===== src/rtl/vga_timing_pkg.sv =====
// Shared 640x480 raster constants, coordinate type and range helper used by
// the sync generator and the bitmap stage that consumes its scan position.
package vga_timing_pkg;

  localparam int DEF_H_ACTIVE = 640;
  localparam int DEF_H_FP     = 16;
  localparam int DEF_H_SYNC   = 96;
  localparam int DEF_H_BP     = 48;
  localparam int DEF_V_ACTIVE = 480;
  localparam int DEF_V_FP     = 10;
  localparam int DEF_V_SYNC   = 2;
  localparam int DEF_V_BP     = 33;

  localparam int H_TOTAL = DEF_H_ACTIVE + DEF_H_FP + DEF_H_SYNC + DEF_H_BP;
  localparam int V_TOTAL = DEF_V_ACTIVE + DEF_V_FP + DEF_V_SYNC + DEF_V_BP;

  localparam int COORD_W = 12;
  typedef logic [COORD_W-1:0] coord_t;

  // Visible box drawn by the bitmap stage, inclusive bounds.
  localparam int BOX_X_LO = 192;
  localparam int BOX_X_HI = 447;
  localparam int BOX_Y_LO = 112;
  localparam int BOX_Y_HI = 367;

  function automatic logic in_range(coord_t v, coord_t lo, coord_t hi);
    return (v >= lo) && (v <= hi);
  endfunction

endpackage


===== src/rtl/vga_sync_gen_if.sv =====
// Raster timing bundle: the generator drives it, downstream display stages read it.
interface vga_sync_gen_if;
  logic                    pixel_tick;
  vga_timing_pkg::coord_t  pixel_x;
  vga_timing_pkg::coord_t  pixel_y;
  logic                    video_on;
  logic                    hsync;
  logic                    vsync;
  logic                    line_tick;
  logic                    frame_tick;

  modport master (
    output pixel_tick, pixel_x, pixel_y, video_on, hsync, vsync, line_tick, frame_tick
  );

  modport slave (
    input  pixel_tick, pixel_x, pixel_y, video_on, hsync, vsync, line_tick, frame_tick
  );
endinterface


===== src/rtl/vga_mod_counter.sv =====
// Modulo-N counter with enable. Exposes both the register and its next value
// so callers can decode registered outputs aligned with the count.
module vga_mod_counter #(
  parameter int N       = 2,
  parameter int W       = 12,
  parameter bit RST_TOP = 1'b0
) (
  input  logic         clk,
  input  logic         rst,
  input  logic         en_i,
  output logic [W-1:0] cnt_o,
  output logic [W-1:0] cnt_d_o,
  output logic         wrap_o
);

  localparam logic [W-1:0] TOP     = W'(N - 1);
  localparam logic [W-1:0] RST_VAL = RST_TOP ? TOP : '0;

  logic [W-1:0] cnt_q, cnt_d;

  always_comb begin
    cnt_d = cnt_q;
    if (en_i) cnt_d = (cnt_q == TOP) ? '0 : cnt_q + W'(1);
  end

  always_ff @(posedge clk or posedge rst) begin
    if (rst) cnt_q <= RST_VAL;
    else     cnt_q <= cnt_d;
  end

  assign cnt_o   = cnt_q;
  assign cnt_d_o = cnt_d;
  assign wrap_o  = en_i && (cnt_q == TOP);

endmodule


===== src/rtl/vga_sync_gen.sv =====
// VGA raster timing: clock-enable pixel divider, h/v scan counters and
// registered sync/blank/tick decodes that always match the shown position.
module vga_sync_gen
  import vga_timing_pkg::*;
#(
  parameter int H_ACTIVE = DEF_H_ACTIVE,
  parameter int H_FP     = DEF_H_FP,
  parameter int H_SYNC   = DEF_H_SYNC,
  parameter int H_BP     = DEF_H_BP,
  parameter int V_ACTIVE = DEF_V_ACTIVE,
  parameter int V_FP     = DEF_V_FP,
  parameter int V_SYNC   = DEF_V_SYNC,
  parameter int V_BP     = DEF_V_BP,
  parameter int CLK_DIV  = 4,
  parameter bit SYNC_POL = 1'b0
) (
  input  logic           clk,
  input  logic           rst,
  vga_sync_gen_if.master vga
);

  localparam int H_TOT = H_ACTIVE + H_FP + H_SYNC + H_BP;
  localparam int V_TOT = V_ACTIVE + V_FP + V_SYNC + V_BP;
  localparam int DIV_W = (CLK_DIV > 1) ? $clog2(CLK_DIV) : 1;

  localparam coord_t H_VIS = coord_t'(H_ACTIVE);
  localparam coord_t V_VIS = coord_t'(V_ACTIVE);
  localparam coord_t HS_LO = coord_t'(H_ACTIVE + H_FP);
  localparam coord_t HS_HI = coord_t'(H_ACTIVE + H_FP + H_SYNC - 1);
  localparam coord_t VS_LO = coord_t'(V_ACTIVE + V_FP);
  localparam coord_t VS_HI = coord_t'(V_ACTIVE + V_FP + V_SYNC - 1);

  logic [DIV_W-1:0] div_q, div_d;
  logic             div_wrap;
  coord_t           h_q, h_d, v_q, v_d;
  logic             h_wrap, v_wrap;

  logic pixel_tick_q, line_tick_q, frame_tick_q;
  logic video_on_q, hsync_q, vsync_q;

  // Divider count itself is not observed; only its wrap matters.
  logic unused_div;
  assign unused_div = ^{div_q, div_d};

  vga_mod_counter #(.N(CLK_DIV), .W(DIV_W), .RST_TOP(1'b0)) u_div (
    .clk     (clk),
    .rst     (rst),
    .en_i    (1'b1),
    .cnt_o   (div_q),
    .cnt_d_o (div_d),
    .wrap_o  (div_wrap)
  );

  // Reset parks the scan on the last blank pixel so the first step lands on (0,0).
  vga_mod_counter #(.N(H_TOT), .W(COORD_W), .RST_TOP(1'b1)) u_h (
    .clk     (clk),
    .rst     (rst),
    .en_i    (pixel_tick_q),
    .cnt_o   (h_q),
    .cnt_d_o (h_d),
    .wrap_o  (h_wrap)
  );

  vga_mod_counter #(.N(V_TOT), .W(COORD_W), .RST_TOP(1'b1)) u_v (
    .clk     (clk),
    .rst     (rst),
    .en_i    (h_wrap),
    .cnt_o   (v_q),
    .cnt_d_o (v_d),
    .wrap_o  (v_wrap)
  );

  // Decodes use next-state counts so they change on the same edge as pixel_x/y.
  always_ff @(posedge clk or posedge rst) begin
    if (rst) begin
      pixel_tick_q <= 1'b0;
      line_tick_q  <= 1'b0;
      frame_tick_q <= 1'b0;
      video_on_q   <= 1'b0;
      hsync_q      <= !SYNC_POL;
      vsync_q      <= !SYNC_POL;
    end else begin
      pixel_tick_q <= div_wrap;
      line_tick_q  <= h_wrap;
      frame_tick_q <= h_wrap && v_wrap;
      video_on_q   <= (h_d < H_VIS) && (v_d < V_VIS);
      hsync_q      <= in_range(h_d, HS_LO, HS_HI) ? SYNC_POL : !SYNC_POL;
      vsync_q      <= in_range(v_d, VS_LO, VS_HI) ? SYNC_POL : !SYNC_POL;
    end
  end

  assign vga.pixel_tick = pixel_tick_q;
  assign vga.pixel_x    = h_q;
  assign vga.pixel_y    = v_q;
  assign vga.video_on   = video_on_q;
  assign vga.hsync      = hsync_q;
  assign vga.vsync      = vsync_q;
  assign vga.line_tick  = line_tick_q;
  assign vga.frame_tick = frame_tick_q;

endmodule

===== src/flat_wrapper.sv =====
// flat-port wrapper written by rule: the top's interface ports become plain ports
module vga_sync_gen_flat import vga_timing_pkg::*;
#(
  parameter int H_ACTIVE = DEF_H_ACTIVE,
  parameter int H_FP     = DEF_H_FP,
  parameter int H_SYNC   = DEF_H_SYNC,
  parameter int H_BP     = DEF_H_BP,
  parameter int V_ACTIVE = DEF_V_ACTIVE,
  parameter int V_FP     = DEF_V_FP,
  parameter int V_SYNC   = DEF_V_SYNC,
  parameter int V_BP     = DEF_V_BP,
  parameter int CLK_DIV  = 4,
  parameter bit SYNC_POL = 1'b0
)
  (clk, rst, vga_pixel_tick, vga_pixel_x, vga_pixel_y, vga_video_on, vga_hsync, vga_vsync, vga_line_tick, vga_frame_tick);
  vga_sync_gen_if vga_i ();
  input  logic clk;
  input  logic rst;
  output wire logic [$bits(vga_i.pixel_tick)-1:0] vga_pixel_tick;
  output wire logic [$bits(vga_i.pixel_x)-1:0] vga_pixel_x;
  output wire logic [$bits(vga_i.pixel_y)-1:0] vga_pixel_y;
  output wire logic [$bits(vga_i.video_on)-1:0] vga_video_on;
  output wire logic [$bits(vga_i.hsync)-1:0] vga_hsync;
  output wire logic [$bits(vga_i.vsync)-1:0] vga_vsync;
  output wire logic [$bits(vga_i.line_tick)-1:0] vga_line_tick;
  output wire logic [$bits(vga_i.frame_tick)-1:0] vga_frame_tick;
  assign vga_pixel_tick = vga_i.pixel_tick;
  assign vga_pixel_x = vga_i.pixel_x;
  assign vga_pixel_y = vga_i.pixel_y;
  assign vga_video_on = vga_i.video_on;
  assign vga_hsync = vga_i.hsync;
  assign vga_vsync = vga_i.vsync;
  assign vga_line_tick = vga_i.line_tick;
  assign vga_frame_tick = vga_i.frame_tick;
  vga_sync_gen #(.H_ACTIVE(H_ACTIVE), .H_FP(H_FP), .H_SYNC(H_SYNC), .H_BP(H_BP), .V_ACTIVE(V_ACTIVE), .V_FP(V_FP), .V_SYNC(V_SYNC), .V_BP(V_BP), .CLK_DIV(CLK_DIV), .SYNC_POL(SYNC_POL)) u_core (.clk(clk), .rst(rst), .vga(vga_i));
endmodule

===== config.mk =====
export PLATFORM = sky130hd
export DESIGN_NAME = vga_sync_gen_flat
export DESIGN_NICKNAME = d
export VERILOG_FILES = /design/src/rtl/vga_timing_pkg.sv /design/src/rtl/vga_sync_gen_if.sv /design/src/rtl/vga_mod_counter.sv /design/src/rtl/vga_sync_gen.sv /design/src/flat_wrapper.sv
export SDC_FILE = /design/constraint.sdc
export NUM_CORES = 1
export LEC_CHECK = 0
export ABC_AREA = 1
export CELL_PAD_IN_SITES_DETAIL_PLACEMENT = 1
export CELL_PAD_IN_SITES_GLOBAL_PLACEMENT = 1
export CORE_MARGIN = 5
export CORE_UTILIZATION = 38
export DETAILED_ROUTE_END_ITERATION = 7
export PLACE_DENSITY = 0.76
export SYNTH_ARGS = -nofsm -noshare
export SYNTH_HDL_FRONTEND = slang
export SYNTH_HIERARCHICAL = 1
export SYNTH_SLANG_ARGS = --single-unit

===== constraint.sdc =====
create_clock -name clk -period 3.04 [get_ports clk]
set_input_delay 0.304 -clock clk [delete_from_list [all_inputs] [get_ports clk]]
set_output_delay 0.304 -clock clk [all_outputs]
set_load 0.01 [all_outputs]

# == Word level (Yosys, flattened, before mapping) ==
# Index checks and enable logic that the tools add are counted.
# word_totals
in_bits,2
reg_bits,32
wordCells,34
# op_classes
n_reduce_logical,6
mux,7
addsub,3
order_cmp,6
n_eq_ne,3
# op_table
operator,n
12-bit 2-to-1 mux,4
12-bit by 1-bit adder with 12-bit output (second input constant),2
12-bit by 10-bit == test with 1-bit output (second input constant),2
12-bit by 10-bit greater-or-equal comparator with 1-bit output (second input constant),1
12-bit by 9-bit greater-or-equal comparator with 1-bit output (second input constant),1
12-bit by 10-bit less-or-equal comparator with 1-bit output (second input constant),1
12-bit by 9-bit less-or-equal comparator with 1-bit output (second input constant),1
12-bit by 10-bit less-than comparator with 1-bit output (second input constant),1
12-bit by 9-bit less-than comparator with 1-bit output (second input constant),1
1-bit logical AND,6
2-bit by 1-bit adder with 2-bit output (second input constant),1
2-bit == test (second input constant),1
1-bit 2-to-1 mux,2
2-bit 2-to-1 mux,1

# == Logic depth before layout (Yosys ltp) ==
# depth
ltp_word,6
depth_mapped,16
depth_no_buf,15

# == Modules after synthesis ==
# The synthesis kept the hierarchy.
# modules_own_cells
mod,instances,area_per_inst_um2,cells_each
vga_mod_counter at u_core.u_v,1,774.5,104
vga_mod_counter at u_core.u_h,1,718.2,90
vga_sync_gen,1,305.3,40
vga_mod_counter at u_core.u_div,1,103.8,14

# == Least setup slack after synthesis ==
# Ideal clock, no wire load.
# synth_path
path_type,reg-to-reg
start,register u_core.u_h.cnt_q[0] (netlist: u_core/u_h/cnt_o[0])
end,register u_core.video_on_q (netlist: u_core/vga.video_on)
setup_slack_ns,0.800
path_buffers,1
period_less_slack_ns,2.240
stages_incl_launch_ff,17
arrival_ns,2.118
cell_sequence,dfstp_2 > ha_1 > nand2_2 > nor2_2 > nand3_4 > inv_2 > buf_6 > nand2_4 > nor2_2 > nand2_1 > xor2_1 > inv_1 > nand2_1 > nor2_1 > nor2_1 > nand2_1 > nor2_1
# synth_between
elab_chain_len,5
word_cells_on_any_way,9
cone_classes,add/sub: 1; order compare: 2; eq/ne: 1; mux: 3; reduce/logical: 2
# synth_rtl
element,line_no,source
"start, declared",vga_mod_counter.sv:19,"logic [W-1:0] cnt_q, cnt_d;"
"start signal, assigned",vga_mod_counter.sv:28,else cnt_q <= cnt_d;
12-bit by 10-bit == test with 1-bit output,vga_mod_counter.sv:33,assign wrap_o = en_i && (cnt_q == TOP);
1-bit logical AND,vga_mod_counter.sv:33,
named net u_core.h_wrap,vga_sync_gen.sv:36,"logic h_wrap, v_wrap;"
12-bit 2-to-1 mux,vga_mod_counter.sv:23,if (en_i) cnt_d = (cnt_q == TOP) ? '0 : cnt_q + W'(1);
named net u_core.v_d[7],vga_sync_gen.sv:35,"coord_t h_q, h_d, v_q, v_d;"
12-bit by 9-bit less-than comparator with 1-bit output,vga_sync_gen.sv:86,video_on_q <= (h_d < H_VIS) && (v_d < V_VIS);
1-bit logical AND,vga_sync_gen.sv:86,
"end signal, assigned",vga_sync_gen.sv:86,
"end, declared",vga_sync_gen.sv:39,"logic video_on_q, hsync_q, vsync_q;"
# The timed path passes the listed nets, and every way through them passes these cells.

# == Final worst setup path ==
# Same ends and word-level chain as after synthesis.

==> flow_summary.json <==
{
  "timing.final.ws_setup_ps": 523.5,
  "power.total_mw": 1.068,
  "core_mm2": 0.004786,
  "cp_top_family": "simple AND/OR/NAND/NOR gates",
  "clock-sinks": 32,
  "port_buffers": 31,
  "grt_max_degree": 14,
  "min_period_over_period": 0.8278,
  "vdd_ir_drop_max_mv": 0.2552,
  "tritoncts": "built",
  "synth_top_area_frac": 0.2632,
  "r2r_setup_slack_ps": 520,
  "drive_gt1_frac": 0.1730,
  "antenna_found_initial": 0,
  "finalCriticalPeriod_ps": 2517,
  "firstDrtPassIters": 4,
  "ff2ff_path_depth": 15,
  "dpl_worst_slack_ps": 537.8,
  "die_w_um": 80.75,
  "cts-hold-fix-buffers": 0,
  "wl_per_cell_um": 14.32,
  "drc_errors": 0,
  "hold_ws_ps": 280.0,
  "cts_buffers": 5,
  "place_congestion": 0.7993,
  "setup_violations": 0,
  "slowest_stage": "dfstp_2",
  "cp-end-kind": "register",
  "worstSkewPairLatency_ps": 280,
  "power_density_mw_per_mm2": 445.8,
  "start_util": 0.3974,
  "timing.rr.end": "u_core/vga.video_on",
  "die-height_um": 80.75,
  "avgViaCountPerCell": 4.657,
  "required_ps": 3210,
  "syn_area_mm2": 0.001902,
  "synth.avg_cell_area_um2": 7.669,
  "r2r_start": "u_core/u_h/cnt_o[0]",
  "design_area_mm2": 0.002396,
  "diodes": 0,
  "design.portCount": 32,
  "hold_class": "in2async",
  "dieArea_mm2": 0.006520,
  "row_count": 25,
  "fin_tns_setup_ps": 0,
  "postCtsSetupBuffers": 0,
  "path_cells": "ha_1 -> nand2_2 -> nor2_2 -> nand3_4 -> inv_2 -> nand3_1 -> nor2_1 -> nand2_1 -> xor2_1 -> inv_1 -> nand2_1 -> nor2_1 -> nor2_1 -> nand2_1 -> nor2_1",
  "stdcell_count": 356,
  "grt_setup_unrepaired": "false",
  "report.final.slew_viol_count": 0,
  "final_util": 0.5007,
  "path_buf_inv": 2,
  "critPathLaunchType": "register",
  "n_fill_cell": 595,
  "synth_cells": 248,
  "num-nets-final": 294,
  "antenna_left": 0,
  "finalWirelength_mm": 5.099,
  "cts-htree-levels": 2,
  "overflow": 0,
  "dr.first_iter.drc_count": 50,
  "slew_headroom": 0.6528,
  "syn_to_final_growth_pct": 25.99,
  "grt_pass1_wl_mm": 8.769,
  "clk_pin_slew_ps": 70,
  "hold_viol_final": 0,
  "tightestPinTransition_ps": 520.2,
  "critPathMostFrequentCell": "nor2_1",
  "grt_usage": 0.1772,
  "status": "finished, final reports clean",
  "path_class": "reg2reg",
  "yosys_register_bits": 32,
  "grtUsageMet1": 0.2373,
  "synth.area.top_cells": "dfrtp_1, dfstp_2, nand2_1",
  "met2_usage": 0.2955,
  "grt_busiest_layer": "met2",
  "synth_top_cell_by_area": "dfrtp_1",
  "max_stage_delay_ps": 570,
  "p_leak_nw": 1.175,
  "dp_hpwl_mm": 4.088,
  "met3_usage": 0.03659,
  "multiInputGateArea_um2": 894.6,
  "maxCapViolCount": 0,
  "grt_pass1_vias": 1810,
  "max_freq_ghz": 0.3974,
  "placed_area_mm2": 0.002296,
  "vias": 1658,
  "yosys_warnings": 6,
  "cts_root_buf": "clkbuf_8",
  "clk_path_buf_depth": 2,
  "synth_seq_area_share": 0.4289,
  "path_max_fanout": 13,
  "cts-resized-gates": 0,
  "critPathArrivalTime_ps": 2690,
  "final.setup_skew_ps": 2.614,
  "final-seq-area_um2": 815.8,
  "placed_cells": 348,
  "synth_cell_types": 28
}
area by class of cell:
| class | instances | share of cell area |
|---|---|---|
| multi-input combinational | 168 | 0.3734 |
| sequential | 32 | 0.3405 |
| timing repair buffer | 32 | 0.1326 |
| inverter | 49 | 0.07676 |
| clock buffer | 8 | 0.04178 |
| tap | 67 | 0.03499 |
cell usage after synthesis (all sizes together):
| cell type | instances |
|---|---|
| o21bai | 1 |
| nor2 | 40 |
| xnor2 | 2 |
| nand4 | 8 |
| nand3 | 17 |
| dfstp | 12 |
| nor3 | 6 |
| a21oi | 3 |
| buf | 2 |
| conb | 1 |
| dfrtp | 20 |
| ha | 4 |
| inv | 49 |
| o21ai | 1 |
| nor3b | 2 |
| xor2 | 6 |
| nand2 | 74 |
where the power goes:
group	internal, mW	total [mW]	switching [mW]
clock network	0.207	0.370	0.164
logic	0.0846	0.169	0.0845
registers	0.481	0.529	0.0478
registers in the layout, indices dropped and copies added (netlist names):
signal / cells
u_core/u_div/cnt_o: 2
u_core/u_h/cnt_o: 12
u_core/u_v/cnt_o: 12
u_core/vga.frame_tick: 1
u_core/vga.hsync: 1
u_core/vga.line_tick: 1
u_core/vga.pixel_tick: 1
u_core/vga.video_on: 1
u_core/vga.vsync: 1
how the worst max path moves through the flow:
stage | depth (start not counted) | startpoint | endpoint | slack, ps
after floorplan | 16 | u_core/u_h/cnt_o[0] | u_core/vga.video_on | 800
after global placement | 15 | u_core/u_h/cnt_o[0] | u_core/vga.video_on | 610
after detailed placement | 15 | u_core/u_h/cnt_o[0] | u_core/vga.video_on | 540
after CTS | 15 | u_core/u_h/cnt_o[0] | u_core/vga.video_on | 530
after global routing | 15 | u_core/u_h/cnt_o[0] | u_core/vga.video_on | 240
final | 15 | u_core/u_h/cnt_o[0] | u_core/vga.video_on | 520
cell usage in the layout, fill, tap and decap left out:
master,instances
nand2_1,68
inv_1,45
clkdlybuf4s50_1,31
nor2_1,30
dfrtp_1,20
dfstp_2,12
nand3_1,11
nand4_1,8
clkbuf_8,7
nor2_2,7
xor2_1,6
nand3_2,5
nand2_2,5
inv_2,4
conb_1,4
ha_1,4
nor3_1,3
nor2_4,3
a21oi_1,3
xnor2_1,2
nor3_2,2
clkbuf_1,1
buf_4,1
nor3b_1,1
nor3_4,1
o21ai_1,1
nand3_4,1
nor3b_2,1
nand2_4,1
o21bai_1,1
logic make-up after synthesis:
family	after synthesis	synth area share
and+or+nand+nor	147	0.3849
buffers and inverters	51	0.1066
DFF	32	0.4289
xor gates and xnor gates	8	0.03684
AOI/OAI and AO/OA	5	0.01447
adders and majority gates	4	0.02632
other	1	0.001972
per-layer routing:
layer  routed length [um]  part of all wire  vias to the layer above
met4                   31            0.0061                        0
met3                  133             0.026                        4
met5                    0                 0                        -
met1                 2489              0.49                      807
li1                     -                 -                      819
met2                 2444              0.48                       28
(Power assumes the default switching activity.)
==> variant: new RTL, config.mk and constraints unchanged <==
Change the package constant `COORD_W` from 12 to 8.
--- a/src/rtl/vga_timing_pkg.sv
+++ b/src/rtl/vga_timing_pkg.sv
@@ -15,5 +15,5 @@
   localparam int V_TOTAL = DEF_V_ACTIVE + DEF_V_FP + DEF_V_SYNC + DEF_V_BP;
 
-  localparam int COORD_W = 12;
+  localparam int COORD_W = 8;
   typedef logic [COORD_W-1:0] coord_t;
 
Interface: changed (resized vga_pixel_x and vga_pixel_y); port bits go from 32 to 24. The function was not compared with the original's and may differ.
==> variant against the unedited design <==
Final area down 33%; power down 33%; non-clock buffer count down 9; worst setup slack better by 250 ps; sequential share of layout area up 4.2 points; sequential cell count down 8; critical path depth down 3; final cell count down 33%; global-route usage down 2.4 points; synthesized area down 33%; first-iteration DRC count down 16%; routed wire length down 42%; largest cell class is now sequential cells; highest routed layer unchanged.
==> variant: results (changes against the unedited design) <==
Parameter                              Value

STA
  Final clock skew ... 2.19 ps (was 2.61 ps)
  Post-route setup slack ... 778 ps (was 523 ps)

Global routing
  Met1 usage in global routing ... 18.7% (was 23.7%)
  Wire length of the first global-routing pass ... 5220 um (was 8770 um)
  Total global-route track usage ... 15.3% (was 17.7%)
  Met2 track utilization from global routing ... 26.5% (was 29.6%)
  Met3 usage in global routing ... 2.63% (was 3.66%)
  Number of global-route vias before repair ... 1,140 (was 1,810)

Setup path
  Highest net fanout along the worst path ... 10 (was 13)
  Worst r2r src ... u_core/u_h/cnt_o[0] (unchanged)
  Slowest stage delay, CP ... 600 ps (was 570 ps)
  Worst EP arrival ... 2490 ps (was 2690 ps)

Power
  Net Sw Power ... 208 uW (was 296 uW)
  Highest ir drop seen on vdd ... 0.308 mV (was 0.255 mV)
  Static Leak ... 0.807 nW (was 1.17 nW)

Routing
  Met2 WL post-DR ... 1510 um (was 2440 um)
  Vias per Instance ... 4.54 (was 4.66)
  Top layer in use ... met4 (unchanged)
  Met3 wire length ... 93 um (was 133 um)
  Wire length per cell ... 12.4 um (was 14.3 um)
  DR iter-0 viols ... 42 (was 50)
  Routed length on met1 ... 1300 um (was 2490 um)

Yosys
  Leading post-synthesis cells by cell area ... sky130_fd_sc_hd__dfrtp_1 (29%), sky130_fd_sc_hd__dfstp_2 (19%), sky130_fd_sc_hd__nand2_1 (14%), sky130_fd_sc_hd__inv_1 (9.7%), sky130_fd_sc_hd__nor2_1 (5.3%) (was sky130_fd_sc_hd__dfrtp_1 (26%), sky130_fd_sc_hd__dfstp_2 (17%), sky130_fd_sc_hd__nand2_1 (13%), sky130_fd_sc_hd__inv_1 (8.9%), sky130_fd_sc_hd__nor2_1 (5.9%))
  Seq/Total Area, Yosys ... 48.0% (was 42.9%)
  Synthesized-area fraction occupied by ao, oa, aoi and oai cells ... 3.54% (was 1.45%)
  Post-synthesis instance total ... 162 (was 248)
  Post-synthesis xor/xnor area fraction ... 1.38% (was 3.68%)
  Count of cell types in the netlist ... 24 (was 28)
  Synth Area in Adders ... 3.93% (was 2.63%)

Clocking
  Cts bufs inserted ... 3 (was 5)
  Clock Pin Slew Worst Setup and Hold Paths ... 130 ps (was 70 ps)
  CTS H-tree depth ... 1 (was 2)
  Worst skew pair latency ... 320 ps (was 280 ps)
  CTS Root Buffer Type ... sky130_fd_sc_hd__clkbuf_4 (was sky130_fd_sc_hd__clkbuf_8)

Outcome
  Status ... finished, final reports clean (unchanged)

Place
  Setup slack after placement ... 811 ps (was 538 ps)
  Gpl congestion ... 0.816 (was 0.799)
  Placed Cells ... 233 (was 348)

Final layout
  FILL cells ... 422 (was 595)
  Layout net count ... 198 (was 294)
  Share of cells above drive strength 1 ... 14.1% (was 17.3%)
  Final cell count without fillers ... 237 (was 356)
variant: changes by cell type after synthesis, moves of 5 or more:
cell | unedited run | this run
sky130_fd_sc_hd__inv_1 | 45 | 33
sky130_fd_sc_hd__xor2_1 | 6 | 1
sky130_fd_sc_hd__nor2_1 | 30 | 18
sky130_fd_sc_hd__nor2_2 | 7 | 1
sky130_fd_sc_hd__dfrtp_1 | 20 | 15
sky130_fd_sc_hd__nand4_1 | 8 | 2
sky130_fd_sc_hd__nand2_1 | 68 | 46
variant: through the flow:
step	cell area, um2	utilization, %
5_1_grt	1600	48.6
2_1_floorplan	1280	-
3_3_place_gp	1560	47.5
3_5_place_dp	1560	47.5
6_report	1600	48.6
4_1_cts	1600	48.6
variant: power groups by stage:
stage	clock (mW)	sequential, mW	combinational [mW]
after floorplan	0	0.419	0.0619
after global placement	0	0.411	0.136
after detailed placement	0	0.415	0.141
after CTS	0.181	0.409	0.142
after global routing	0.197	0.415	0.156
final	0.171	0.408	0.139
variant: final cells by class:
class                           instances  area share (%)
Inverter                               36            8.46
Timing Repair Buffer                   23            14.4
Clock buffer                            4            2.27
Multi-Input combinational cell        104            33.0
Sequential cell                        24            38.3
Tap cell                               46            3.60
variant: worst min-delay path by stage:
stage	from	endpoint	slack, ps
2_1_floorplan	rst	u_core/u_div/cnt_o[0]	50
3_3_place_gp	u_core/u_h/cnt_o[1]	u_core/u_h/cnt_o[1]	480
3_5_place_dp	u_core/u_h/cnt_o[1]	u_core/u_h/cnt_o[1]	500
4_1_cts	rst	u_core/u_div/cnt_o[1]	190
5_1_grt	rst	u_core/u_div/cnt_o[0]	210
6_report	rst	u_core/u_div/cnt_o[0]	200
